### src/rtl/cla_4bit.sv
// 4-bit carry-lookahead adder slice with registered sum, carry vector and
// group propagate/generate. Every carry is a flat sum-of-products of g, p
// and cin, so no carry waits on another carry.

// Per-bit generate/propagate cell.
module cla_gp_cell (
  input  logic a,
  input  logic b,
  output logic g,
  output logic p
);
  assign g = a & b;
  assign p = a ^ b;
endmodule

module cla_4bit (
  input  logic       clk,
  input  logic       rst,
  input  logic [3:0] a,
  input  logic [3:0] b,
  input  logic       cin,
  output logic [3:0] sum,
  output logic [4:0] cout,
  output logic       group_p,
  output logic       group_g
);
  localparam int W = 4;

  typedef struct packed {
    logic [W-1:0] sum;
    logic [W:0]   cout;
    logic         gp;
    logic         gg;
  } res_t;

  logic [W-1:0] g, p;
  logic [W:0]   c;
  logic         gp_n, gg_n;
  res_t         res_n, res_q;

  genvar i;
  generate
    for (i = 0; i < W; i++) begin : g_bit
      cla_gp_cell u_cell (.a(a[i]), .b(b[i]), .g(g[i]), .p(p[i]));
    end
  endgenerate

  // Flattened lookahead: each carry built directly from g, p and cin.
  assign c[0] = cin;
  assign c[1] = g[0] | (p[0] & c[0]);
  assign c[2] = g[1] | (p[1] & g[0]) | (p[1] & p[0] & c[0]);
  assign c[3] = g[2] | (p[2] & g[1]) | (p[2] & p[1] & g[0])
              | (p[2] & p[1] & p[0] & c[0]);

  // Group terms feed a second-level lookahead; c4 reuses them so the
  // identity c4 == gg | (gp & cin) holds by construction.
  assign gp_n = &p;
  assign gg_n = g[3] | (p[3] & g[2]) | (p[3] & p[2] & g[1])
              | (p[3] & p[2] & p[1] & g[0]);
  assign c[4] = gg_n | (gp_n & c[0]);

  // Assemble next-state result.
  always_comb begin
    res_n      = '0;
    res_n.sum  = p ^ c[W-1:0];
    res_n.cout = c;
    res_n.gp   = gp_n;
    res_n.gg   = gg_n;
  end

  // Output register; reset clears results immediately, discarding in-flight data.
  always_ff @(posedge clk or posedge rst) begin
    if (rst) res_q <= '0;
    else     res_q <= res_n;
  end

  assign sum     = res_q.sum;
  assign cout    = res_q.cout;
  assign group_p = res_q.gp;
  assign group_g = res_q.gg;
endmodule

### config.mk
export PLATFORM = sky130hd
export DESIGN_NAME = cla_4bit
export DESIGN_NICKNAME = d
export VERILOG_FILES = /design/src/rtl/cla_4bit.sv
export SDC_FILE = /design/constraint.sdc
export NUM_CORES = 1
export LEC_CHECK = 0
export ABC_CLOCK_PERIOD_IN_PS = 800
export BUFFER_PORTS_ARGS = -buffer_cell sky130_fd_sc_hd__buf_2
export CAP_MARGIN = 20
export CORE_AREA = 2 2 39 41
export CTS_CLUSTER_SIZE = 40
export DETAILED_ROUTE_END_ITERATION = 6
export DIE_AREA = 0 0 41 43
export GPL_TIMING_DRIVEN = 0
export PLACE_DENSITY = 0.66
export SETUP_SLACK_MARGIN = 0.4
export SYNTH_ARGS = -nofsm -noshare
export SYNTH_HDL_FRONTEND = slang
export SYNTH_SLANG_ARGS = --single-unit
### constraint.sdc
create_clock -name clk -period 0.8 [get_ports clk]
set_input_delay 0 -clock clk [delete_from_list [all_inputs] [get_ports clk]]
set_output_delay 0 -clock clk [all_outputs]
set_load 0.05 [all_outputs]
# [Word-level counts from Yosys, hierarchy flattened]
# Index checks and enable logic that the tools add are counted.
[word_totals] regBits=11 in_bits=11 output_inout_bits=11 word_cells=39
[classes] bitwise_logic=34 n_reduce_logical=1
[ops] cell="1-bit bitwise AND" count=19
[ops] cell="1-bit OR" count=10
[ops] cell="4-bit AND reduction" count=1
[ops] cell="1-bit bitwise XOR" count=4
[ops] cell="4-bit bitwise XOR" count=1

# [Depth between registers and ports, before layout]
[logic_depth] word_depth=6 ltp_mapped=4 ltp_nobuf=4

# [Cells and area by module]
# Synthesis repeated with hierarchy kept, for this count alone.
[unflattened] cells_unflattened=31 area_unflattened_um2=447.9
[by_module_without_submodules] mod="cla_4bit" seq_area_each_um2=275.3 cells_per_inst=27 area_each_um2=397.9 n_inst=1
[by_module_without_submodules] mod="cla_gp_cell" seq_area_each_um2=0.0 cells_per_inst=1 area_each_um2=12.5 n_inst=4

# [Worst setup path after synthesis]
# Ideal clock, no wire load.
[synth_path] path_kind="input -> register" startpoint="input a[2]" endpoint="register res_q, in the netlist cout[4]" arrival_time_ns=0.782 setup_ns=0.119 path_slack_ns=-0.100 stages=4 cell_sequence="ha_1 > a21oi_1 > o21ai_2 > a21o_2"
[synth_via] elab_chain_len=6
[synth_lines] element="start, declared" line_no="19" rtl="input logic [3:0] a,"
[synth_lines] element="1-bit bitwise AND or 1-bit bitwise XOR (tied branches)" line_no="12, 13"
[synth_lines] element="1-bit bitwise AND, on equally long branches" line_no="58, 59"
[synth_lines] element="1-bit OR, or another cell as far along" line_no="58" rtl="assign gg_n = g[3] | (p[3] & g[2]) | (p[3] & p[2] & g[1])"
[synth_lines] element="1-bit OR or 1-bit bitwise AND (tied branches)" line_no="58, 59"
[synth_lines] element="1-bit OR" line_no="59" rtl="| (p[3] & p[2] & p[1] & g[0]);"
[synth_lines] element="1-bit OR (*)" line_no="60" rtl="assign c[4] = gg_n | (gp_n & c[0]);"
[synth_lines] element="via c[4]" line_no="37" rtl="logic [W:0] c;"
[synth_lines] element="end signal, assigned" line_no="74" rtl="else res_q <= res_n;"
[synth_lines] element="end, declared" line_no="39" rtl="res_t res_n, res_q;"
# The timed path passes the listed nets; every way through them passes the cells marked *.

# [Final worst setup path]
[layout_path] startpoint="register res_q, in the netlist sum[2]" endpoint="output sum[2]"
[layout_rtl] element="end, declared" line_no="22" rtl="output logic [3:0] sum,"
# No word-level cell between the ends.

==> metrics <==
status finished with violations; violated checks hold timing, setup timing; CTS buffer count 3; largest net degree at the start of global routing 12; pre-CTS setup slack -117.4 ps; ANT nets after route 0; synth unique cells 14; core area 0.001384 mm^2; gr ovfl total 0; DIE WIDTH 41 um; Final Net Count 79; Worst-Margin Slew about 370 ps; Inserted Diodes 0; most frequent cells in the layout 18 x buf_6, 10 x dfrtp_2, 4 x ha_4; clock tree buffer depth 2; Post-Route Utilization 64.29%; CTS clk-pin slew, worst paths about 70 ps; gpl congestion between 0.7 and 0.8; leakage power total 0.3882 nW; Mapped Cells 33; Max stage delay cell, worst path dfrtp_2; min setup slack post-route -23.29 ps; Die ar. around 0.0018 mm^2; initial antenna violation count 0; Syn-to-layout area delta 95.87%; Die Ht between 40 and 50 um; min cycle time layout 823.3 ps; Worst Setup End Kind output pin; Power Dens Cells 2021 mW/mm^2; Max FO, Critical Path 1; VDD IR-drop max 774.2 uV; Power, Total 0.001798 W; vias in the first global route 300; Mapped Nets 49; Non-Filler Instances about 80; total stage count of the critical path 1; Rows 14; CTS tree yes; Sw Share between 30% and 40%; # IOs 22; total number of vias 356; Max Freq ~1200 MHz; initial drt markers 3; clock sink count 11; Buf/Inv on CP 1; min-delay worst type in -> async; sequential power share around 37%; Mapped Avg Cell Area roughly 14 um^2; global-route wire length before repair 1117 um; # DRC 0; flops & latches, synth 11; worst path required time 800 ps; max_cap viols 0; synthesis warning total 0; WS Path Type reg -> out; Worst setup SP type flip-flop; layout cells sized above 1 88.71%; post-synthesis sequential area ratio around 61%; logic gate share of total power a little over two fifths; slowest stage delay, CP roughly 400 ps; Worst Path Arrival 820 ps; slew margin rel. 75.40%; final slew viol count 0; most common cell after layout, fill and taps aside buf_6; cell area after synthesis 454.2 um^2; detailed-route wire length 904 um; internal power 0.001146 W; initial core utilization between 30% and 40%; # H-tree levels 1; Port Buffers 21; post-DP HPWL 584.1 um; P_sw 0.0006525 W; clock power share 20.5%; drt first pass iters 3; CP top delay family flip-flops; vias per cell 4.564; hold slack -313.1 ps; clock tree root buffer cell clkbuf_4; Cell Chain, Critical Path buf_6; # setup viols final 10; drt wl/cell 11.59 um; Placed Cells incl. Taps 70; unrepaired setup endpoints after global routing true; GRT Util Overall 9.592%; Hold Vio Cnt, Final 12; Period Utilization, post-route 102.9%
cells by family (layout without fill, tap and decap cells):
| group | after synthesis | count (layout) | share of synthesized area (%) |
|---|---|---|---|
| compound gates | 8 | 8 | 12.67 |
| xor+xnor | 3 | 3 | 5.786 |
| fa+ha+maj | 5 | 5 | 15.43 |
| buf+inv | 2 | 31 | 1.654 |
| flops | 11 | 11 | 60.61 |
| simple gates | 4 | 4 | 3.857 |
worst paths after layout:
path	start	slack, ps	to
min in group clk	cin	-90	cout[0]
min	rst	-310	group_p
max in group asynchronous	rst	820	sum[0]
max	sum[2]	-20	sum[2]
synthesized netlist by cell type (all sizes together):
master / n / area share, %
a21o: 1 / 1.9
a21oi: 4 / 5.2
dfrtp: 11 / 61
fa: 1 / 4.4
ha: 4 / 11
inv: 2 / 1.7
nand2: 3 / 3.0
nor2: 1 / 0.83
o21ai: 2 / 3.0
o21bai: 1 / 2.5
xor2: 3 / 5.8
final cells by class:
cell class                      instances  area (um^2)
Sequential cell                        11        287.8
Fill cell                             100        494.2
Tap cell                               16        20.02
Multi-Input combinational cell         20        284.0
Clock inverter                          1        5.005
Inverter                                2        7.507
Timing Repair Buffer                   25        262.8
Clock buffer                            3        22.52
stage by stage:
stage | cell area, um^2 | setup TNS (ps)
after global routing | 889.6 | -459.5
after detailed placement | 655.6 | -314.8
after CTS | 823.3 | -219.7
after global placement | 655.6 | -315.4
final | 889.6 | -157.6
after floorplan | 530.5 | 0
sequential cells by signal (all words and copies together) (netlist names):
| signal | count |
|---|---|
| cout | 5 |
| group_g | 1 |
| group_p | 1 |
| sum | 4 |
per-layer routing:
metal  global-route usage (%)  up-vias  part of all wire, %
met2                    14.06       18                   56
met4                    10.00        0                  4.8
met1                    11.53      166                   33
met3                        0        4                  6.2
li1                         -      168                    -
met5                        0        -                    0
power groups by stage:
stage | Sequential, W | Combinational (W) | Clock, W
after floorplan | 0.000927 | 0.000155 | 0
after global placement | 0.000659 | 0.000553 | 0
after detailed placement | 0.000660 | 0.000555 | 0
after CTS | 0.000667 | 0.000687 | 0.000378
after global routing | 0.000676 | 0.000799 | 0.000412
final | 0.000667 | 0.000761 | 0.000369
what timing repair did:
item,4_1_cts,5_1_grt
hold endpoints to repair,12,12
setup buffers,3,1
endpoints found under the setup margin,19,20
pin swaps,7,8
resized for setup,34,12
Note: power is estimated with default switching activity, not from simulation.
